## src/rtl/pwm_pkg.sv

```systemverilog
// Shared definitions for the N-phase commutating PWM generator: controller
// state encodings, width helpers and the power-on duty value.
package pwm_pkg;

  localparam logic [1:0] ST_IDLE     = 2'd0;
  localparam logic [1:0] ST_RUN      = 2'd1;
  localparam logic [1:0] ST_STOPPING = 2'd2;

  localparam int PWM_RESET_DUTY = 31;

  // Slot counter and duty share a width wide enough to hold SLOT_LEN itself.
  function automatic int pwm_slot_w(input int slot_len);
    return $clog2(slot_len + 1);
  endfunction

  function automatic int pwm_ph_w(input int num_phases);
    return (num_phases > 1) ? $clog2(num_phases) : 1;
  endfunction

endpackage

```

## src/rtl/pwm_prescaler.sv

```systemverilog
// Tick generator: one tick every presc+1 clk cycles; held at zero while clear.
module pwm_prescaler #(
  parameter int PRESC_W = 8
) (
  input  logic               clk,
  input  logic               rst,
  input  logic               clear,
  input  logic [PRESC_W-1:0] presc,
  output logic               tick
);

  logic [PRESC_W-1:0] cnt;

  assign tick = !clear && (cnt == presc);

  // NOTE: state registers use non-blocking assignment so every flop samples
  // pre-edge values regardless of block ordering.
  always_ff @(posedge clk) begin
    if (rst || clear || tick) cnt <= '0;
    else                      cnt <= cnt + 1'b1;
  end

endmodule

```

## src/rtl/pwm_commutator.sv

```systemverilog
// N-phase commutating PWM generator with shadowed duty/prescaler updates.
// Define PWM_DIR_EN to add the dir input selecting reverse rotation order.
module pwm_commutator
  import pwm_pkg::*;
#(
  parameter int NUM_PHASES   = 3,
  parameter int SLOT_LEN     = 33,
  parameter int DEAD_TIME    = 2,
  parameter int PRESC_W      = 8,
  parameter int DEFAULT_DUTY = PWM_RESET_DUTY,
  parameter int SLOT_W       = pwm_slot_w(SLOT_LEN),
  parameter int PH_W         = pwm_ph_w(NUM_PHASES)
) (
  input  logic                  clk,
  input  logic                  rst,
  input  logic                  en,
`ifdef PWM_DIR_EN
  input  logic                  dir,
`endif
  input  logic [SLOT_W-1:0]     duty_in,
  input  logic [PRESC_W-1:0]    presc_in,
  input  logic                  upd_valid,
  output logic                  upd_ready,
  output logic [NUM_PHASES-1:0] pwm,
  output logic [PH_W-1:0]       phase_idx,
  output logic                  busy,
  output logic                  rot_pulse
);

  localparam logic [SLOT_W-1:0] SLOT_LAST = SLOT_W'(SLOT_LEN - 1);
  localparam logic [SLOT_W-1:0] DUTY_MAX  = SLOT_W'(SLOT_LEN - DEAD_TIME);
  localparam logic [SLOT_W:0]   DEAD      = (SLOT_W+1)'(DEAD_TIME);
  localparam logic [PH_W-1:0]   PH_LAST   = PH_W'(NUM_PHASES - 1);

  logic [1:0]            state;
  logic [SLOT_W-1:0]     slot_cnt;
  logic [PH_W-1:0]       phase_cnt;
  logic [SLOT_W-1:0]     duty_act, duty_sh;
  logic [PRESC_W-1:0]    presc_act, presc_sh;
  logic                  pending;

  logic                  tick, slot_end, rot_end, keep_running;
  logic                  accept, apply;
  logic [PH_W-1:0]       phase_next, rot_last;
  logic [SLOT_W-1:0]     duty_eff;
  logic [SLOT_W:0]       on_end;
  logic [NUM_PHASES-1:0] pwm_next;

  pwm_prescaler #(.PRESC_W(PRESC_W)) u_presc (
    .clk   (clk),
    .rst   (rst),
    .clear (state == ST_IDLE),
    .presc (presc_act),
    .tick  (tick)
  );

`ifdef PWM_DIR_EN
  logic rev;
  assign rot_last   = rev ? PH_W'(1) : PH_LAST;
  assign phase_next = rev ? ((phase_cnt == '0) ? PH_LAST : phase_cnt - 1'b1)
                          : ((phase_cnt == PH_LAST) ? '0 : phase_cnt + 1'b1);
`else
  assign rot_last   = PH_LAST;
  assign phase_next = (phase_cnt == PH_LAST) ? '0 : phase_cnt + 1'b1;
`endif

  // A wrap only counts as a rotation boundary when the sequence carries on;
  // a stop that ends on the last slot just falls back to IDLE.
  assign keep_running = (state == ST_RUN) || (state == ST_STOPPING && en);
  assign slot_end     = tick && (slot_cnt == SLOT_LAST);
  assign rot_end      = slot_end && (phase_cnt == rot_last) && keep_running;

  assign accept    = upd_valid && !pending;
  assign apply     = pending && (state == ST_IDLE || rot_end);
  assign upd_ready = !pending;
  assign busy      = (state != ST_IDLE);

  assign duty_eff = (duty_act > DUTY_MAX) ? DUTY_MAX : duty_act;
  assign on_end   = DEAD + {1'b0, duty_eff};

  // NOTE: assign a default before any conditional update so no latch is inferred.
  always_comb begin
    pwm_next = '0;
    if (busy && ({1'b0, slot_cnt} >= DEAD) && ({1'b0, slot_cnt} < on_end))
      pwm_next[phase_cnt] = 1'b1;
  end

  always_ff @(posedge clk) begin
    if (rst) begin
      state     <= ST_IDLE;
      slot_cnt  <= '0;
      phase_cnt <= '0;
      duty_act  <= SLOT_W'(DEFAULT_DUTY);
      presc_act <= '0;
      duty_sh   <= '0;
      presc_sh  <= '0;
      pending   <= 1'b0;
      pwm       <= '0;
      phase_idx <= '0;
      rot_pulse <= 1'b0;
    end else begin
      pwm       <= pwm_next;
      phase_idx <= phase_cnt;
      rot_pulse <= rot_end;

      // accept needs an empty shadow and apply a full one, so they never collide.
      if (accept) begin
        duty_sh  <= duty_in;
        presc_sh <= presc_in;
        pending  <= 1'b1;
      end else if (apply) begin
        duty_act  <= duty_sh;
        presc_act <= presc_sh;
        pending   <= 1'b0;
      end

      case (state)
        ST_IDLE: begin
          slot_cnt  <= '0;
          phase_cnt <= '0;
          if (en) state <= ST_RUN;
        end
        ST_RUN, ST_STOPPING: begin
          if (state == ST_STOPPING && !en && slot_end) begin
            state     <= ST_IDLE;
            slot_cnt  <= '0;
            phase_cnt <= '0;
          end else begin
            state <= en ? ST_RUN : ST_STOPPING;
            if (slot_end) begin
              slot_cnt  <= '0;
              phase_cnt <= phase_next;
            end else if (tick) begin
              slot_cnt <= slot_cnt + 1'b1;
            end
          end
        end
        default: state <= ST_IDLE;
      endcase
    end
  end

`ifdef PWM_DIR_EN
  always_ff @(posedge clk) begin
    if (rst)                            rev <= 1'b0;
    else if ((state == ST_IDLE && en) || rot_end) rev <= dir;
  end
`endif

endmodule

```

## config.mk

```make
export PLATFORM = sky130hd
export DESIGN_NAME = pwm_commutator
export DESIGN_NICKNAME = d
export VERILOG_FILES = /design/src/rtl/pwm_pkg.sv /design/src/rtl/pwm_prescaler.sv /design/src/rtl/pwm_commutator.sv
export SDC_FILE = /design/constraint.sdc
export NUM_CORES = 1
export LEC_CHECK = 0
export BUFFER_PORTS_ARGS = -buffer_cell sky130_fd_sc_hd__buf_2
export CAP_MARGIN = 20
export CORE_ASPECT_RATIO = 0.75
export CORE_MARGIN = 4
export CORE_UTILIZATION = 25
export DETAILED_ROUTE_END_ITERATION = 10
export MAX_ROUTING_LAYER = met4
export SYNTH_ARGS = -nofsm -noshare
export SYNTH_HDL_FRONTEND = slang
export SYNTH_HIERARCHICAL = 1
export SYNTH_SLANG_ARGS = --single-unit
```

## constraint.sdc

```tcl
create_clock -name clk -period 2.93 [get_ports clk]
set_clock_uncertainty 0.05 [all_clocks]
set_input_delay 0.293 -clock clk [delete_from_list [all_inputs] [get_ports clk]]
set_output_delay 0.293 -clock clk [all_outputs]
set_load 0.005 [all_outputs]
```

==> impl_results.md <==
- Status: complete, no violations
- Cell Area, Synth: 0.00261 mm2
- Peak VDD IR: 0.295 mV
- Leak pwr: 1.20 nW
- Drt via density: 4.44
- Final period utilization: 85.6%
- CP Capture Type: flop
- Post-Synthesis Cells: 293
- Register bit total from synthesis: 53
- Slew margin rel.: 32.5%
- Register cell area after layout: 0.00106 mm2
- DRC: 0
- Final TNS setup: 0 ps
- Crit path max-delay family: simple AND/OR/NAND/NOR gates
- H-tree levels: 2
- Post-synth EDFFs: 0
- Startpoint types: flop
- Die width: 126 um
- Worst path bufs/invs: 0
- Max-slew violation count: 0
- DP HPWL: 4190 um
- Full die area: 0.0122 mm2
- Initial antenna violation count: 0
- Fillers: 1107
- Commonest non-fill, non-tap cells in the layout: dfxtp_1 (53), nand2_1 (41), buf_2 (25), a21oi_1 (24), nor2_1 (20)
- Nets: 347
- Drt first pass iters: 4
- Clk sinks: 53
- Met3 routed WL: 292 um
- Slowest-stage cell, CP: a21oi_4
- Cell variety after synth: 41
- Cts bufs inserted: 5
- Multi-input logic area: 0.00143 mm2
- Max Freq: 0.399 GHz
- Worst-path cell chain: xor2_1, nor4_4, and3b_1, and3_1, nand4b_4, a21oi_4, mux2i_1
- YS warnings: 6
- Met2 wire length: 2290 um
- Share of cells above drive strength 1: 14.2%
- CTS clk-pin slew, worst paths: 70 ps
- Commonest non-fill, non-tap cell in the layout: dfxtp_1
- HP Class: in2reg
- Cell row count: 32
- CTS tree: yes
- Resize count post-CTS: 0
- Largest net degree at the start of global routing: 54
- Synth top area cells: dfxtp_1 (41%), ha_1 (6.7%), mux2i_1 (6.1%)
- WL/cell: 12.4 um
- Post-Route Utilization: 29.6%
- Final min period: 2510 ps
- P&R area growth vs syn: 16.0%
- GRT overflow: 0
- CP Data Required Time: 3110 ps
- Post-synth net total: 325
- Cts hold-fix bufs: 0
- WP data arrival: 2680 ps
- Uppermost layer routed: met4
- Total power per unit cell area: 536 mW/mm2
- Clk root buf: clkbuf_16
- Total setup buffers inserted after CTS: 0
- Synth Area per Inst: 8.91 um2
- Delay of the slowest critical-path stage: 530 ps
- Crit Path Class: reg2reg
- Leading area contributor after synthesis: dfxtp_1
- Core region area: 0.0102 mm2
- Synth async-reset ratio: 0%
- Vias in the first global route: 2014
- Max cap viols: 0
- I/O pin count: 26
- Final-report setup violation count: 0
- Top-area cell type share of the netlist area: 40.6%
- Main synth FF type: dfxtp_1
- CP max FO: 14
- Wl on met1: 3020 um
- Die height: 96.5 um
- Final GP Congestion: 0.832
- Sequential area share after synthesis: 40.6%
- Total GRT Usage: 10.4%
- Wirelength, routed: 5620 um
- Antenna cell count: 0
- First DRT Iteration DRCs: 71
- RSZ-0062 raised after global routing: false
- Starting Density: 25.5%
- First-pass GRT wire length: 9870 um
- Clk buf depth: 2
- Vias: 2009
- Post-route ant nets: 0
- Worst-Skew Late Latency: 290 ps
- PortBufs: 25
- Slew @ Worst Pin: 1010 ps
- Hold Fails Final Rpt: 0
## worst reg2reg max path: cells and delay by family (launching register included)
kind,cells,cell delay [ps]
and+or+nand+nor,4,1020
AOI/OAI and AO/OA,1,530
DFF,1,450
muxes,1,250
xor gates and xnor gates,1,150
## cell usage after synthesis, types with 2 or more instances
cell and instances:
nand4_1 2, nand3b_1 2, xnor2_1 2, nor2_1 20, a21o_1 2, o21ai_0 7
nand2_1 41, ha_1 14, a21oi_1 24, a31oi_1 4, buf_2 2, o211ai_1 2
clkbuf_1 8, nor2b_1 5, a211oi_1 6, nand3_1 11, mux2i_1 16, xor2_1 11
and3b_1 2, inv_1 11, nand2b_1 19, or3_1 3, dfxtp_1 53, or2_2 3
nor4_4 2, nor3_1 4, a221oi_1 3
## metal layers
layer  vias to the layer above  GRT usage, %
met5                         -             -
met3                         2          3.35
met4                         0          2.68
met1                       913          14.3
met2                        42          14.6
li1                       1052             -
## final cells by class
class,instances,area share [%]
timing repair buffer,28,4.87
tap,136,5.62
sequential,53,35.0
inverter,11,1.36
clock buffer,5,4.13
clock inverter,3,1.65
multi-input combinational,216,47.3
## per-stage QoR
| step | setup WS [ps] | hold slack [ps] | cell area (um2) | instances | power, W |
|---|---|---|---|---|---|
| after global routing | 191 | 179 | 3030 | 452 | 0.00170 |
| after CTS | 413 | 170 | 3030 | 452 | 0.00165 |
| final | 423 | 178 | 3030 | 452 | 0.00162 |
| after global placement | 555 | 395 | 2850 | 444 | 0.000950 |
| after detailed placement | 427 | 400 | 2850 | 444 | 0.000954 |
| after floorplan | 552 | 322 | 2610 | 293 | 0.000905 |
## kinds of logic (layout without fill, tap and decap cells)
family	after synthesis	after routing	share of synthesized area (%)
buffers and inverters	24	47	4.46
and+or+nand+nor	121	121	25.3
muxes	16	16	6.13
AOI/OAI and AO/OA	52	52	12.4
adders and majority gates	14	14	6.71
DFF	53	53	40.6
xor gates and xnor gates	13	13	4.36
## final timing paths
check / cells after the start / slack (ps) / startpoint / end
max: 7 / 420 / u_presc/cnt[2] / duty_act[3]
min reg2reg: 2 / 410 / duty_sh[5] / duty_sh[5]
max reg2reg: 7 / 420 / u_presc/cnt[2] / duty_act[3]
min: 3 / 180 / duty_in[4] / duty_sh[4]
## report_power, final
group / switching, W / internal, W / total, W / leakage, nW
registers: 0.0000165 / 0.000744 / 0.000760 / 0.431
logic: 0.000100 / 0.0000754 / 0.000176 / 0.685
clock network: 0.000276 / 0.000411 / 0.000687 / 0.0859
## registers in the layout, indices dropped and copies added, names as in the netlist
register,count
duty_act,6
pwm,3
rot_pulse,1
u_presc/cnt,8
phase_cnt,2
presc_act,8
slot_cnt,6
state,2
presc_sh,8
duty_sh,6
pending,1
phase_idx,2
Power figures use the tool's default switching activity.
